**src/rtl/note_ctrl_pkg.sv**
```systemverilog
// Shared definitions for the multi-channel note controller: channel FSM
// encoding, default parameter values and a constant-width helper.
package note_ctrl_pkg;

    typedef enum logic {
        ST_IDLE = 1'b0,
        ST_PLAY = 1'b1
    } state_e;

    localparam int DEF_NUM_CH   = 4;
    localparam int DEF_FREQ_W   = 8;
    localparam int DEF_LEN_W    = 8;
    localparam int DEF_TICK_DIV = 1024;

    // Bits needed to count 0..value-1 (value >= 2).
    function automatic int clog2(input int value);
        int r;
        r = 0;
        for (int i = 0; i < 31; i++) begin
            if ((1 << i) < value) r = i + 1;
        end
        return r;
    endfunction

endpackage

```
**src/rtl/note_channel.sv**
```systemverilog
// One note channel: switch synchroniser, rising-edge trigger, tick prescaler,
// length counter and IDLE/PLAY FSM. NOTE_SUSTAIN_EN enables hold-to-repeat.
module note_channel
    import note_ctrl_pkg::*;
#(
    parameter int FREQ_W   = DEF_FREQ_W,
    parameter int LEN_W    = DEF_LEN_W,
    parameter int TICK_DIV = DEF_TICK_DIV
) (
    input  logic              clk,
    input  logic              reset_n,
    input  logic              switch_i,
    input  logic [FREQ_W-1:0] freq_cfg_i,
    input  logic [LEN_W-1:0]  len_cfg_i,
    output logic [FREQ_W-1:0] freq_o,
    output logic              active_o,
    output logic              done_o
);

    localparam int             PW   = clog2(TICK_DIV);
    localparam logic [PW-1:0]  PMAX = PW'(TICK_DIV - 1);

    logic              sync1_q, sync2_q, prev_q, trig_q;
    state_e            state_q, state_d;
    logic [FREQ_W-1:0] freq_q, freq_d;
    logic [LEN_W-1:0]  len_q, len_d;
    logic [PW-1:0]     presc_q, presc_d;
    logic              done_q, done_d;
    logic              wrap;

    always_ff @(posedge clk or negedge reset_n) begin
        if (!reset_n) begin
            sync1_q <= 1'b0;
            sync2_q <= 1'b0;
            prev_q  <= 1'b0;
            trig_q  <= 1'b0;
            state_q <= ST_IDLE;
            freq_q  <= '0;
            len_q   <= '0;
            presc_q <= '0;
            done_q  <= 1'b0;
        end else begin
            sync1_q <= switch_i;
            sync2_q <= sync1_q;
            prev_q  <= sync2_q;
            trig_q  <= sync2_q & ~prev_q;
            state_q <= state_d;
            freq_q  <= freq_d;
            len_q   <= len_d;
            presc_q <= presc_d;
            done_q  <= done_d;
        end
    end

    always_comb begin
        state_d = state_q;
        freq_d  = freq_q;
        len_d   = len_q;
        presc_d = presc_q;
        done_d  = 1'b0;
        wrap    = (presc_q == PMAX);
        case (state_q)
            ST_IDLE: begin
                if (trig_q && len_cfg_i != '0) begin
                    state_d = ST_PLAY;
                    freq_d  = freq_cfg_i;
                    len_d   = len_cfg_i;
                    presc_d = '0;
                end
            end
            ST_PLAY: begin
                // A retrigger wins over a coincident tick wrap.
                if (trig_q) begin
                    if (len_cfg_i != '0) begin
                        freq_d  = freq_cfg_i;
                        len_d   = len_cfg_i;
                        presc_d = '0;
                    end else begin
                        state_d = ST_IDLE;
                        freq_d  = '0;
                        len_d   = '0;
                        presc_d = '0;
                    end
                end else begin
                    presc_d = wrap ? '0 : presc_q + PW'(1);
                    if (wrap) begin
`ifdef NOTE_SUSTAIN_EN
                        if (len_q == LEN_W'(1) || !sync2_q) begin
                            done_d = 1'b1;
                            if (sync2_q && len_cfg_i != '0) begin
                                freq_d  = freq_cfg_i;
                                len_d   = len_cfg_i;
                                presc_d = '0;
                            end else begin
                                state_d = ST_IDLE;
                                freq_d  = '0;
                                len_d   = '0;
                                presc_d = '0;
                            end
                        end else begin
                            len_d = len_q - LEN_W'(1);
                        end
`else
                        if (len_q == LEN_W'(1)) begin
                            done_d  = 1'b1;
                            state_d = ST_IDLE;
                            freq_d  = '0;
                            len_d   = '0;
                            presc_d = '0;
                        end else begin
                            len_d = len_q - LEN_W'(1);
                        end
`endif
                    end
                end
            end
            default: state_d = ST_IDLE;
        endcase
    end

    assign freq_o   = freq_q;
    assign active_o = (state_q == ST_PLAY);
    assign done_o   = done_q;

endmodule

```
**src/rtl/note_channel_ctrl.sv**
```systemverilog
// Multi-channel note controller: NUM_CH independent note channels sharing only
// clock and reset. Build with NOTE_SUSTAIN_EN to enable hold-to-repeat notes.
module note_channel_ctrl
    import note_ctrl_pkg::*;
#(
    parameter int NUM_CH   = DEF_NUM_CH,
    parameter int FREQ_W   = DEF_FREQ_W,
    parameter int LEN_W    = DEF_LEN_W,
    parameter int TICK_DIV = DEF_TICK_DIV
) (
    input  logic                     clk,
    input  logic                     reset_n,
    input  logic [NUM_CH-1:0]        switch,
    input  logic [NUM_CH*FREQ_W-1:0] freq_cfg,
    input  logic [NUM_CH*LEN_W-1:0]  len_cfg,
    output logic [NUM_CH*FREQ_W-1:0] freq,
    output logic [NUM_CH-1:0]        active,
    output logic [NUM_CH-1:0]        done
);

    for (genvar i = 0; i < NUM_CH; i++) begin : g_ch
        note_channel #(
            .FREQ_W   (FREQ_W),
            .LEN_W    (LEN_W),
            .TICK_DIV (TICK_DIV)
        ) u_ch (
            .clk        (clk),
            .reset_n    (reset_n),
            .switch_i   (switch[i]),
            .freq_cfg_i (freq_cfg[i*FREQ_W +: FREQ_W]),
            .len_cfg_i  (len_cfg[i*LEN_W +: LEN_W]),
            .freq_o     (freq[i*FREQ_W +: FREQ_W]),
            .active_o   (active[i]),
            .done_o     (done[i])
        );
    end

endmodule

```
**config.mk**
```make
export PLATFORM = sky130hd
export DESIGN_NAME = note_channel_ctrl
export DESIGN_NICKNAME = d
export VERILOG_FILES = /design/src/rtl/note_ctrl_pkg.sv /design/src/rtl/note_channel.sv /design/src/rtl/note_channel_ctrl.sv
export SDC_FILE = /design/constraint.sdc
export NUM_CORES = 1
export LEC_CHECK = 0
export ABC_AREA = 1
export CAP_MARGIN = 10
export CORE_MARGIN = 8
export CORE_UTILIZATION = 48
export CTS_CLUSTER_SIZE = 28
export DETAILED_ROUTE_END_ITERATION = 7
export PLACE_DENSITY = 0.84
export SYNTH_ARGS = -nofsm -noshare
export SYNTH_HDL_FRONTEND = slang
export SYNTH_SLANG_ARGS = --single-unit
```
**constraint.sdc**
```tcl
create_clock -name clk -period 1.6 [get_ports clk]
set_input_delay 0.32 -clock clk [delete_from_list [all_inputs] [get_ports clk]]
set_output_delay 0.32 -clock clk [all_outputs]
set_load 0.005 [all_outputs]
```
# [After elaboration in Yosys (flattened, before gate mapping)]
# Index checks and enable logic that the tools add are counted.
[word_totals] input_bits=70 wordCells=204 out_inout_bits=40 reg_bits=128
[classes] n_bitwise=12 add_sub_neg=8 reduce_logical=16 n_eq_ne=20 muxes=112
[op_table] op="$mux 8" count=40
[op_table] op="$mux 10" count=20
[op_table] op="$pmux 8 s2" count=8
[op_table] op="$pmux 10 s2" count=4
[op_table] op="$add 10x1->10 const B" count=4
[op_table] op="$eq 10x10->1 const B" count=4
[op_table] op="$mux 1" count=36
[op_table] op="$eq 8x1->1 const B" count=4
[op_table] op="$reduce_bool 8->1" count=4
[op_table] op="$sub 8x1->8 const B" count=4
[op_table] op="$ne 3x2->1 const B" count=8
[op_table] op="$reduce_and 3->1" count=4
[op_table] op="$ne 2x1->1 const B" count=4
[op_table] op="$not 1->1" count=8
[op_table] op="$pmux 1 s2" count=4
[op_table] op="$reduce_and 2->1" count=4
[op_table] op="$and 1x1->1" count=4
[op_table] op="$logic_and 1x1->1" count=4

# [Depth between registers and ports, before layout]
# Gate-level depths: netlist of the first run.
[logic_depth] ltp_word=6 mapped_depth=10 ltp_nobuf=10

# [Modules after synthesis]
# From an unflattened synthesis of the first run, not the netlist that was laid out.
[unflattened] cells_unflattened=967 area_unflattened_um2=7126.8
[modules_own_cells] module="note_channel at g_ch[0].u_ch ..." area_each_um2=1779.2 seq_area_each_um2=800.8 instances=3 cells_each=244
[modules_own_cells] module="note_channel at g_ch[3].u_ch" area_each_um2=1789.2 seq_area_each_um2=800.8 instances=1 cells_each=235

# [Least setup slack after synthesis of the first run]
# Ideal clock, no wire load.
[synth_path] path_type="flip-flop to flip-flop" startpoint="reg g_ch[1].u_ch.presc_q[0]" endpoint="reg g_ch[1].u_ch.len_q[7]" n_path_buf=0 synth_period_minus_slack_ns=1.364 t_required_ns=1.483 t_arrival_ns=1.247 stages_incl_launch_ff=11 slack_ns=0.236 setup_ns=0.117 path_cell_list="dfrtp_1 ha_1 nand2_1 nor2_2 nand3_2 nand2_1 nand2_2 nand2_4 inv_4 nand2_1 nand2_1"
[synth_via] elab_chain_len=3
[synth_rtl] item="from (decl)" line="note_channel.sv:27" source="logic [PW-1:0] presc_q, presc_d;"
[synth_rtl] item="from (signal assigned)" line="note_channel.sv:50" source="presc_q <= presc_d;"
[synth_rtl] item="$eq 10x10->1" line="note_channel.sv:61" source="wrap = (presc_q == PMAX);"
[synth_rtl] item="$ne 3x2->1 (no line)"
[synth_rtl] item="$reduce_and 2->1 (no line)"
[synth_rtl] item="to (signal assigned)" line="note_channel.sv:49" source="len_q <= len_d;"
[synth_rtl] item="to (decl)" line="note_channel.sv:26" source="logic [LEN_W-1:0] len_q, len_d;"
# No other way between the ends.
# A chain may end at the register's enable or synchronous reset.

# [Final worst setup path of the first run]
[layout_path] startpoint="reg g_ch[3].u_ch.presc_q[0]" endpoint="reg g_ch[3].u_ch.done_q"
[layout_via] elab_chain_len=4
[layout_rtl] item="from (decl)" line="note_channel.sv:27"
[layout_rtl] item="from (signal assigned)" line="note_channel.sv:50"
[layout_rtl] item="$eq 10x10->1" line="note_channel.sv:61"
[layout_rtl] item="$mux 1" line="note_channel.sv:86" source="if (wrap) begin"
[layout_rtl] item="$mux 1" line="note_channel.sv:73" source="if (trig_q) begin"
[layout_rtl] item="$mux 1" line="note_channel.sv:62" source="case (state_q)"
[layout_rtl] item="named net g_ch[3].u_ch.done_d" line="note_channel.sv:28" source="logic done_q, done_d;"
[layout_rtl] item="to (signal assigned)" line="note_channel.sv:51" source="done_q <= done_d;"
[layout_rtl] item="to (decl)" line="note_channel.sv:28"
# The timed path passes the listed nets, and every way through them passes these cells.

==> impl_metrics.py, run 1 <==
metrics = {
    "layout": {
        "multi_input_area_um2": 3290,
        "n_fill_cell": 1160,
        "drive_above_1_share": 0.130,
        "seqCellArea_um2": 3200,
        "fin_area_um2": 9090,
        "area_growth_pct": 32.4,
        "fin_nets": 1138,
        "diodes": 0,
    },
    "critical_path": {
        "worst_path_max_delay_cell": "dfrtp_1",
        "required_ns": 1.95,
        "cpLargestDelayFamily": "simple AND/OR/NAND/NOR gates",
        "arrival_ns": 1.85,
        "critPathMaxStageDelay_ns": 0.40,
        "timing.setup.critical_path_class": "flip-flop to flip-flop",
        "worstPathMaxFanout": 4,
        "start_kind": "flip-flop",
        "crit_path_end_kind": "flip-flop",
        "path_cells": "ha_2 > buf_4 > nand3_1 > nor3_1 > nand4_1 > nor2_1",
        "critPathBufInv": 1,
    },
    "global_route": {
        "gr-total-overflow": 0,
        "grt_max_degree": 47,
        "grt.total_usage": 0.191,
        "grt_pass1_vias": 6086,
        "antenna_found_initial": 0,
        "grt_pass1_wl_mm": 28.5,
    },
    "sta": {
        "fin_crit_sh": 0.936,
        "fin_skew_ns": 0.0139,
        "finalCriticalPeriod_ns": 1.50,
        "setup_viol": 0,
        "worst_pin_slew_ns": 0.414,
        "finalHoldViolCount": 0,
        "fin_ws_ns": 0.103,
        "slew_violations": 0,
        "fmax_ghz": 0.668,
        "fin_tns_setup_ns": 0,
        "slew_headroom": 0.722,
        "hold-worst-slack_ns": 0.310,
    },
    "cts": {
        "clock_latency_ns": 0.42,
        "cts-htree-levels": 4,
        "cts_buffer_depth": 2,
        "root_buffer": "clkbuf_16",
        "cts.clk_slew.worst_paths_ns": 0.06,
        "cts.sinks": 128,
        "cts_buffers": 17,
        "cts_tree": "done",
    },
    "placed_design": {
        "gp_congestion": 0.882,
        "portBuffers": 109,
        "dpl.hpwl_mm": 12.6,
        "dpl-instance-area_um2": 8410,
        "place_ws_ns": -0.190,
    },
    "flow_run": {
        "drv_cap": 0,
    },
    "synthesis": {
        "syn_area_um2": 6870,
        "syn_avg_cell_area_um2": 7.68,
        "yosysSeqAreaShare": 0.466,
        "netlist-cell-type-count": 35,
        "yosysWarnings": 0,
        "ys_seq_elements": 128,
        "syn-num-nets": 976,
        "synthCells": 894,
    },
    "die": {
        "start_util": 0.493,
        "rows": 43,
        "die_area_um2": 18400,
        "fp.dieH_um": 136,
        "die_width_um": 136,
        "pin_count": 110,
        "core_area_um2": 13900,
    },
    "worst_hold_path": {
        "hold_class": "primary input to async pin",
    },
    "drt": {
        "drc": 0,
        "vias": 6418,
        "drt_iter0_markers": 379,
        "wl_per_cell_um": 13.8,
        "routed_wirelength_mm": 17.2,
        "ant_nets": 0,
        "via_per_inst": 5.14,
        "first_pass_iters": 5,
    },
    "run_status": {
        "status": "finished clean",
    },
    "power_and_ir_drop": {
        "peakVddDrop_mv": 0.847,
        "p_leak_nw": 4.55,
        "p_per_area_nw_per_um2": 1280,
    },
}
[area by class of cell]
class                      instances  area share
multi-input combinational        657       0.361
inverter                          96      0.0407
tap                              180      0.0248
sequential                       128       0.352
clock buffer                      20      0.0502
clock inverter                    12     0.00977
timing repair buffer             156       0.161
[cell usage after synthesis (all sizes together)]
master	count	area (um^2)
a31oi	1	6.26
dfrtp	128	3200
buf	14	101
o21bai	3	22.5
inv	96	370
nor4	2	12.5
o21ai	51	289
o41ai	1	8.76
nor2	73	299
ha	12	150
nand4	16	115
xnor2	5	43.8
nand3	111	606
o31ai	3	22.5
nor3	7	35.0
nand2	341	1370
xor2	13	114
o22ai	10	62.6
clkbuf	1	3.75
a21oi	6	30.0
[layout by cell type (no fill, tap or decap), types with 7 or more instances in the layout]
| master | Yosys | routed |
|---|---|---|
| buf_4 | 10 | 42 |
| nand2_4 | 7 | 7 |
| clkbuf_16 | 0 | 17 |
| nor2_2 | 10 | 10 |
| ha_1 | 12 | 10 |
| xor2_1 | 13 | 13 |
| nor3_1 | 7 | 7 |
| dlygate4sd2_1 | 0 | 39 |
| o21ai_0 | 45 | 44 |
| dfrtp_1 | 128 | 127 |
| clkdlybuf4s50_1 | 0 | 68 |
| nand3_4 | 2 | 7 |
| nor2_1 | 63 | 62 |
| nand2_1 | 324 | 319 |
| nand4_1 | 15 | 15 |
| inv_1 | 90 | 89 |
| o22ai_1 | 10 | 10 |
| nand2_2 | 9 | 16 |
| nand3_1 | 104 | 101 |
[state kept, by name, summed over array words and instances (netlist names)]
name and flops:
g_ch.u_ch.active_o 4, g_ch.u_ch.done_o 4, g_ch.u_ch.freq_o 32, g_ch.u_ch.len_q 32, g_ch.u_ch.presc_q 40, g_ch.u_ch.prev_q 4
g_ch.u_ch.sync1_q 4, g_ch.u_ch.sync2_q 4, g_ch.u_ch.trig_q 4
[power breakdown]
group | internal (mW) | switching (mW) | leakage (nW) | total, mW
combinational | 1.56 | 1.95 | 2.70 | 3.52
sequential | 3.94 | 0.655 | 1.60 | 4.60
clock | 2.06 | 1.48 | 0.258 | 3.54
[worst register-to-register path, cell delays in order (launching register included)]
cell and delay, ns:
dfrtp_1 0.40, ha_2 0.20, buf_4 0.11, nand3_1 0.12
nor3_1 0.32, nand4_1 0.14, nor2_1 0.14
[timing repair]
item                                    4_1_cts  5_1_grt
buffers inserted                              3        7
pin swaps                                     0        7
gates cloned                                  0        2
hold buffers                                  1        0
hold endpoints to repair                     14        0
resized for setup                            40       21
endpoints found under the setup margin       39       67
[path summary, 6_finish.rpt]
| kind | start | endpoint | slack (ns) | cells past startpoint |
|---|---|---|---|---|
| max in group asynchronous | reset_n | g_ch[1].u_ch.presc_q[3] | 0.74 | 3 |
| max | g_ch[3].u_ch.presc_q[0] | g_ch[3].u_ch.done_o | 0.10 | 6 |
| min in group clk | switch[0] | g_ch[0].u_ch.sync1_q | 0.33 | 1 |
| max reg2reg | g_ch[3].u_ch.presc_q[0] | g_ch[3].u_ch.done_o | 0.10 | 6 |
| min | reset_n | g_ch[0].u_ch.len_q[2] | 0.31 | 2 |
| min reg2reg | g_ch[2].u_ch.sync1_q | g_ch[2].u_ch.sync2_q | 0.35 | 0 |
[cell families (layout without fill, tap and decap cells)]
logic type,count (synthesis),in the layout,synth area share
adders and majority gates,12,12,0.0219
AOI/OAI and AO/OA,75,75,0.0643
DFF,128,128,0.466
xor gates and xnor gates,18,18,0.0230
and+or+nand+nor,550,552,0.355
buffers and inverters,111,284,0.0692
[layer usage]
layer,global-route usage,routed length (um),part of all wire
met5,0,0,0
met2,0.310,8450,0.49
met1,0.238,7500,0.43
met3,0.0553,1050,0.061
met4,0.0635,242,0.014
[per-stage QoR]
stage	power, mW	std cells	util
floorplan	6.67	894	-
global placement	8.04	1204	0.603
detailed placement	8.16	1204	0.603
CTS	11.6	1240	0.641
global route	12.5	1249	0.652
finish	11.7	1249	0.652
Note: power is estimated with default switching activity, not from simulation.
==> run 2: changes to the inputs <==
Settings changed: SKIP_LAST_GASP set to 1.
==> impl_metrics.py, run 2 (same netlist as run 1, synthesis figures left out) <==
metrics = {
    "run_status": {
        "status": "finished clean",
    },
    "layout": {
        "largest_reg_flops": 40,
        "final_common_cell": "nand2_1",
        "area_growth_pct": 32.3,
        "diodes": 0,
        "drive_above_1_share": 0.128,
        "mostFrequentLayoutCells": "nand2_1 (320), dfrtp_1 (127), nand3_1 (102)",
        "top_register": "g_ch.u_ch.presc_q",
        "fin_nets": 1138,
        "n_fill_cell": 1164,
    },
    "critical_path": {
        "path_cells": "ha_1 > nand2_1 > nor2_2 > nand3_1 > nand2_1 > nand2_2 > nand2_4 > inv_2 > nand2_1 > nand2_1",
        "crit_path_start": "g_ch[2].u_ch.presc_q[1]",
        "cpLargestDelayFamily": "simple AND/OR/NAND/NOR gates",
        "cp_common_cell": "nand2_1",
        "arrival_ns": 1.81,
        "ff2ff_path_depth": 10,
        "timing.setup.critical_path_class": "flip-flop to flip-flop",
        "critPathBufInv": 1,
        "crit_cells": 10,
        "critPathMaxStageDelay_ns": 0.36,
        "worstPathMaxFanout": 7,
        "crit_path_end_kind": "flip-flop",
        "required_ns": 1.90,
        "rr_startpoint": "g_ch[2].u_ch.presc_q[1]",
        "start_kind": "flip-flop",
        "worst_path_max_delay_cell": "dfrtp_1",
    },
    "global_route": {
        "grt_pass1_vias": 6086,
        "grt_pass1_wl_mm": 28.5,
        "gr-total-overflow": 0,
        "antenna_found_initial": 0,
        "grt_max_degree": 47,
        "grt.total_usage": 0.191,
    },
    "cts": {
        "clock_latency_ns": 0.42,
        "root_buffer": "clkbuf_16",
        "cts.sinks": 128,
        "cts-htree-levels": 4,
        "cts.clk_slew.worst_paths_ns": 0.06,
        "cts_tree": "done",
        "cts_buffer_depth": 2,
        "cts_buffers": 17,
    },
    "sta": {
        "slew_violations": 0,
        "hold-worst-slack_ns": 0.310,
        "fin_crit_sh": 0.943,
        "setup_viol": 0,
        "worst_pin_slew_ns": 0.414,
        "finalCriticalPeriod_ns": 1.51,
        "fmax_ghz": 0.662,
        "slew_headroom": 0.722,
        "finalHoldViolCount": 0,
        "rsz0062_at_grt": "true",
        "fin_skew_ns": 0.0144,
        "fin_tns_setup_ns": 0,
    },
    "flow_run": {
        "drv_cap": 0,
    },
    "drt": {
        "wl_per_cell_um": 13.8,
        "via_per_inst": 5.15,
        "first_pass_iters": 5,
        "ant_nets": 0,
        "drt_iter0_markers": 353,
        "routed_wirelength_mm": 17.2,
        "vias": 6434,
        "drc": 0,
    },
    "die": {
        "rows": 43,
        "core_area_um2": 13900,
        "fp.dieH_um": 136,
        "die_width_um": 136,
        "start_util": 0.493,
        "pin_count": 110,
        "die_area_um2": 18400,
    },
    "power_and_ir_drop": {
        "p_leak_nw": 4.55,
        "p_per_area_nw_per_um2": 1280,
        "peakVddDrop_mv": 0.846,
        "p_total_mw": 11.6,
    },
    "placed_design": {
        "gp_congestion": 0.882,
        "dpl.hpwl_mm": 12.6,
        "portBuffers": 109,
    },
    "worst_hold_path": {
        "hold_class": "primary input to async pin",
    },
}
## run 2: changes by cell type in the layout (fill, tap and decap cells not counted)
cell	previous run	this run
dlygate4sd2_1	39	38
dlymetal6s2s_1	1	2
nand2_1	319	320
nand2_2	16	15
nand3_1	101	102
nand3_2	3	2
## run 2: area by class of cell
| cell class | instances | area, um^2 | area share |
|---|---|---|---|
| sequential | 128 | 3200 | 0.353 |
| clock inverter | 12 | 88.8 | 0.00978 |
| inverter | 96 | 370 | 0.0408 |
| timing repair buffer | 156 | 1460 | 0.161 |
| tap | 180 | 225 | 0.0248 |
| clock buffer | 20 | 457 | 0.0503 |
| multi-input combinational | 657 | 3280 | 0.361 |
## run 2: path summary, 6_finish.rpt
check / to / slack, ns
setup / recovery: g_ch[2].u_ch.len_q[3] / 0.09
hold / removal: g_ch[0].u_ch.len_q[2] / 0.31
setup reg to reg: g_ch[2].u_ch.len_q[3] / 0.09
hold reg to reg: g_ch[3].u_ch.sync2_q / 0.35
max in group asynchronous: g_ch[1].u_ch.presc_q[3] / 0.74
min in group clk: g_ch[0].u_ch.sync1_q / 0.33
## run 2: stage by stage
stage                     cells  worst slack, ns   util  area (um^2)
after floorplan             894            0.236      -         6870
after global placement     1204           -0.121  0.603         8410
after detailed placement   1204           -0.190  0.603         8410
after CTS                  1240          -0.0804  0.642         8940
after global routing       1249          -0.0629  0.652         9090
final                      1249           0.0905  0.652         9090
## run 2: per-layer routing
| layer | vias to the layer above | routed length [um] | share of wire | GRT usage |
|---|---|---|---|---|
| met1 | 3037 | 7470 | 0.43 | 0.238 |
| met5 | - | 0 | 0 | 0 |
| met2 | 175 | 8470 | 0.49 | 0.310 |
| li1 | 3195 | - | - | - |
| met4 | 0 | 251 | 0.015 | 0.0635 |
| met3 | 27 | 1050 | 0.061 | 0.0553 |
## run 2: report_power, final
group	total [mW]	switching, mW	internal (mW)
Sequential	4.60	0.655	3.94
Clock	3.53	1.48	2.06
Combinational	3.51	1.95	1.56
Total	11.6	4.08	7.56
## run 2: timing repair
item / in CTS / in global routing
hold endpoints to repair: 14 / 0
hold buffers: 1 / 0
cloned: 0 / 2
endpoints found under the setup margin: 39 / 68
resized for setup: 39 / 20
setup buffers: 3 / 7
pin swaps: 0 / 7
## run 2: worst register-to-register path, cell delays in order (launching register included)
cell and delay [ns]:
dfrtp_1 0.36, ha_1 0.18, nand2_1 0.09, nor2_2 0.11
nand3_1 0.17, nand2_1 0.12, nand2_2 0.08, nand2_4 0.10
inv_2 0.08, nand2_1 0.06, nand2_1 0.05
==> run 3: changes to the inputs <==
Settings changed: CAP_MARGIN 10 to 20, CORE_MARGIN 8 to unset, CTS_BUF_LIST set to sky130_fd_sc_hd__clkbuf_4.
==> impl_metrics.py, run 3 (same netlist as run 1, synthesis figures left out) <==
metrics = {
    "run_status": {
        "status": "finished clean",
    },
    "sta": {
        "worst_pin_slew_ns": 0.435,
        "slew_violations": 0,
        "fin_crit_sh": 0.947,
        "fin_skew_ns": 0.0133,
        "fmax_ghz": 0.660,
        "rsz0062_at_grt": "true",
        "finalHoldViolCount": 0,
        "setup_viol": 0,
        "slew_headroom": 0.708,
        "finalCriticalPeriod_ns": 1.52,
    },
    "cts": {
        "cts-htree-levels": 4,
        "root_buffer": "clkbuf_4",
        "cts.sinks": 128,
        "cts.clk_slew.worst_paths_ns": 0.12,
        "cts_buffer_depth": 2,
        "cts_buffers": 17,
        "cts_tree": "done",
        "clock_latency_ns": 0.52,
    },
    "critical_path": {
        "critPathBufInv": 1,
        "path_cells": "dlygate4sd2_1",
        "worst_path_max_delay_cell": "dfrtp_1",
        "critPathMaxStageDelay_ns": 0.41,
        "required_ns": 1.28,
        "arrival_ns": 1.20,
        "worstPathMaxFanout": 2,
        "timing.setup.critical_path_class": "flip-flop to output port",
        "cpLargestDelayFamily": "flip-flops",
        "crit_path_end_kind": "output port",
        "start_kind": "flip-flop",
    },
    "global_route": {
        "grt.total_usage": 0.227,
        "antenna_found_initial": 1,
        "grt_max_degree": 74,
        "gr-total-overflow": 0,
        "grt_pass1_wl_mm": 26.5,
        "grt_pass1_vias": 5863,
    },
    "layout": {
        "final_common_cell": "nand2_1",
        "post-route-util": 0.644,
        "top_register": "g_ch.u_ch.presc_q",
        "mostFrequentLayoutCells": "nand2_1 (318), dfrtp_1 (126), nand3_1 (102)",
        "fin_nets": 1151,
        "largest_reg_flops": 40,
        "drive_above_1_share": 0.146,
        "area_growth_pct": 30.6,
        "fin_cells": 1263,
        "fin_area_um2": 8970,
    },
    "flow_run": {
        "drv_cap": 0,
    },
    "power_and_ir_drop": {
        "p_leak_nw": 4.49,
        "peakVddDrop_mv": 1.30,
        "p_total_mw": 10.6,
        "p_per_area_nw_per_um2": 1180,
    },
    "die": {
        "rows": 43,
        "pin_count": 110,
        "fp.dieH_um": 122,
        "core_area_um2": 13900,
        "die_area_um2": 14800,
        "die_width_um": 122,
        "start_util": 0.493,
    },
    "drt": {
        "routed_wirelength_mm": 16.2,
        "drc": 0,
        "via_per_inst": 5.09,
        "ant_nets": 0,
        "vias": 6434,
        "first_pass_iters": 6,
        "drt_iter0_markers": 499,
        "wl_per_cell_um": 12.8,
    },
    "placed_design": {
        "gp_congestion": 0.904,
        "portBuffers": 109,
        "dpl-instance-area_um2": 8370,
        "dpl.hpwl_mm": 11.5,
        "dpl.cell_count": 1200,
    },
    "worst_hold_path": {
        "hold_class": "primary input to flip-flop",
    },
}
## run 3: cell count changes in the layout (fill, tap and decap cells not counted), moves of 3 or more
cell,previous run,this run
clkinv_4,5,2
clkbuf_16,17,0
buf_4,42,57
clkbuf_4,0,18
bufinv_16,0,3
clkdlybuf4s15_1,0,15
nor2_1,62,59
dlygate4sd2_1,38,22
## run 3: what timing repair did
action                                  CTS  global route
gates cloned                              0             1
buffers inserted                         11            17
pin swaps                                 0            13
endpoints found under the hold margin   128             0
resized for setup                        41            45
endpoints found under the setup margin   40            78
hold buffers                              1             0
## run 3: power breakdown
group | switching, mW | internal [mW]
combinational | 1.96 | 1.67
clock | 1.27 | 1.10
sequential | 0.695 | 3.93
## run 3: worst paths after layout
check / cells after the start / slack, ns / start / end
setup / recovery: 1 / 0.08 / g_ch[1].u_ch.active_o / active[1]
hold / removal: 1 / 0.24 / switch[3] / g_ch[3].u_ch.sync1_q
setup reg to reg: 10 / 0.10 / g_ch[1].u_ch.presc_q[0] / g_ch[1].u_ch.len_q[2]
hold reg to reg: 0 / 0.36 / g_ch[2].u_ch.sync1_q / g_ch[2].u_ch.sync2_q
max in group asynchronous: 3 / 0.93 / reset_n / g_ch[1].u_ch.len_q[2]
min in group asynchronous: 3 / 0.32 / reset_n / g_ch[0].u_ch.len_q[2]
## run 3: cell type report
cell class,instances,area [um^2]
fillers,1200,4960
multi-input cells,656,3300
flip-flops and latches,128,3210
repair buffers,170,1560
inverters,96,370
well taps,180,225
clock inverters,14,165
clock buffers,18,135
diodes,1,2.50
## run 3: layer usage
metal	vias up	part of all wire	global-route usage
li1	3232	-	-
met1	3016	0.44	0.292
met2	176	0.51	0.380
met3	10	0.044	0.0557
met4	0	0.0061	0.0617
met5	-	0	0
## run 3: through the flow
stage / setup WS (ns) / hold WS (ns) / TNS, ns
6_report: 0.0844 / 0.238 / 0
4_1_cts: -0.151 / 0.182 / -0.151
3_3_place_gp: -0.112 / 0.332 / -4.53
2_1_floorplan: 0.236 / 0.0244 / 0
5_1_grt: -0.0308 / 0.157 / -0.178
3_5_place_dp: -0.163 / 0.338 / -6.66
==> patch, RTL diff (flow settings as in run 2) <==
Add an input register stage for `switch`, `freq_cfg` and `len_cfg`; this delays them by one clock.
--- a/src/rtl/note_channel_ctrl.sv
+++ b/src/rtl/note_channel_ctrl.sv
@@ -18,6 +18,16 @@
     output logic [NUM_CH-1:0]        done
 );
 
+    logic [NUM_CH-1:0] switch_q;
+    logic [NUM_CH*FREQ_W-1:0] freq_cfg_q;
+    logic [NUM_CH*LEN_W-1:0] len_cfg_q;
+
+    always_ff @(posedge clk) begin
+        switch_q   <= switch;
+        freq_cfg_q <= freq_cfg;
+        len_cfg_q  <= len_cfg;
+    end
+
     for (genvar i = 0; i < NUM_CH; i++) begin : g_ch
         note_channel #(
             .FREQ_W   (FREQ_W),
@@ -26,9 +36,9 @@
         ) u_ch (
             .clk        (clk),
             .reset_n    (reset_n),
-            .switch_i   (switch[i]),
-            .freq_cfg_i (freq_cfg[i*FREQ_W +: FREQ_W]),
-            .len_cfg_i  (len_cfg[i*LEN_W +: LEN_W]),
+            .switch_i   (switch_q[i]),
+            .freq_cfg_i (freq_cfg_q[i*FREQ_W +: FREQ_W]),
+            .len_cfg_i  (len_cfg_q[i*LEN_W +: LEN_W]),
             .freq_o     (freq[i*FREQ_W +: FREQ_W]),
             .active_o   (active[i]),
             .done_o     (done[i])
Behaviour: not the same (Yosys sat finds a counterexample within 10 cycles, from zero or initial values and one cycle with reset_n low).
==> patch against run 2 <==
  * Wire length increased by 10%
  * Total power is 23% higher
  * Synthesized area grew 19%
  * Via count is 6.8% higher
  * Final area increased by 16%
  * Sequential cell count rose by 68
  * Non-clock buffer count is 1 higher
  * Setup slack worse by 0.075 ns
==> patch: results <==
{
  "slew_headroom_pct": 68.7,
  "min_period_over_period_pct": 99.0,
  "antenna_found_initial": 1,
  "cp_data_arrival_time_ns": 1.91,
  "synth_nets": 1037,
  "clkLatencyLatePin_ns": 0.44,
  "grtUsageMet1_pct": 21.3,
  "synthArstFlopShare_pct": 65.3,
  "syn_inst": 955,
  "wl_per_cell_um": 14.1,
  "pg_seq_uw": 6490,
  "ff2ff_setup_slack_ns": 0.02,
  "synth_common_cells": "nand2_1 (322), dfrtp_1 (128), nand3_1 (110)",
  "fin_skew_ns": 0.0123,
  "pg_comb_uw": 3750,
  "drtIter0Drc": 584,
  "synth-seq-area-share_pct": 55.9,
  "intPower_uw": 9500,
  "status": "finished, final reports clean",
  "crit_end": "g_ch[1].u_ch.freq_o[5]$_DFFE_PN0P_",
  "grt_usage_pct": 17.7,
  "holdWs_ns": 0.316,
  "num-nets-final": 1198,
  "vdd_drop_max_mv": 0.962,
  "seqPwrFrac_pct": 45.2,
  "grt_pass1_wl_mm": 31.5,
  "grt_pass1_vias": 6819
}
patch: final cells by class:
type / count / area [um^2]
sequential: 196 / 4570
clock inverter: 14 / 166
inverter: 83 / 314
timing repair buffer: 157 / 1450
fill: 1337 / 6060
clock buffer: 18 / 429
tap: 220 / 275
multi-input combinational: 661 / 3330
patch: timing repair:
item	4_1_cts	5_1_grt
endpoints found under the hold margin	32	0
hold buffers	1	0
endpoints found under the setup margin	50	80
buffers inserted	11	8
resized for setup	41	43
pin swaps	3	12
patch: routing by layer:
metal  part of all wire, %  vias up  wire, um
met4                   1.4        2       270
met5                 0.069        -        13
met1                    44     3243      8280
li1                      -     3391         -
met2                    49      209      9340
met3                   5.6       25      1060
patch: cell families after synthesis:
family | after synthesis | share of synthesized area [%]
compound gates | 77 | 5.59
xor+xnor | 15 | 1.61
fa+ha+maj | 12 | 1.84
buf+inv | 98 | 5.09
flops | 196 | 55.9
simple gates | 557 | 30.0
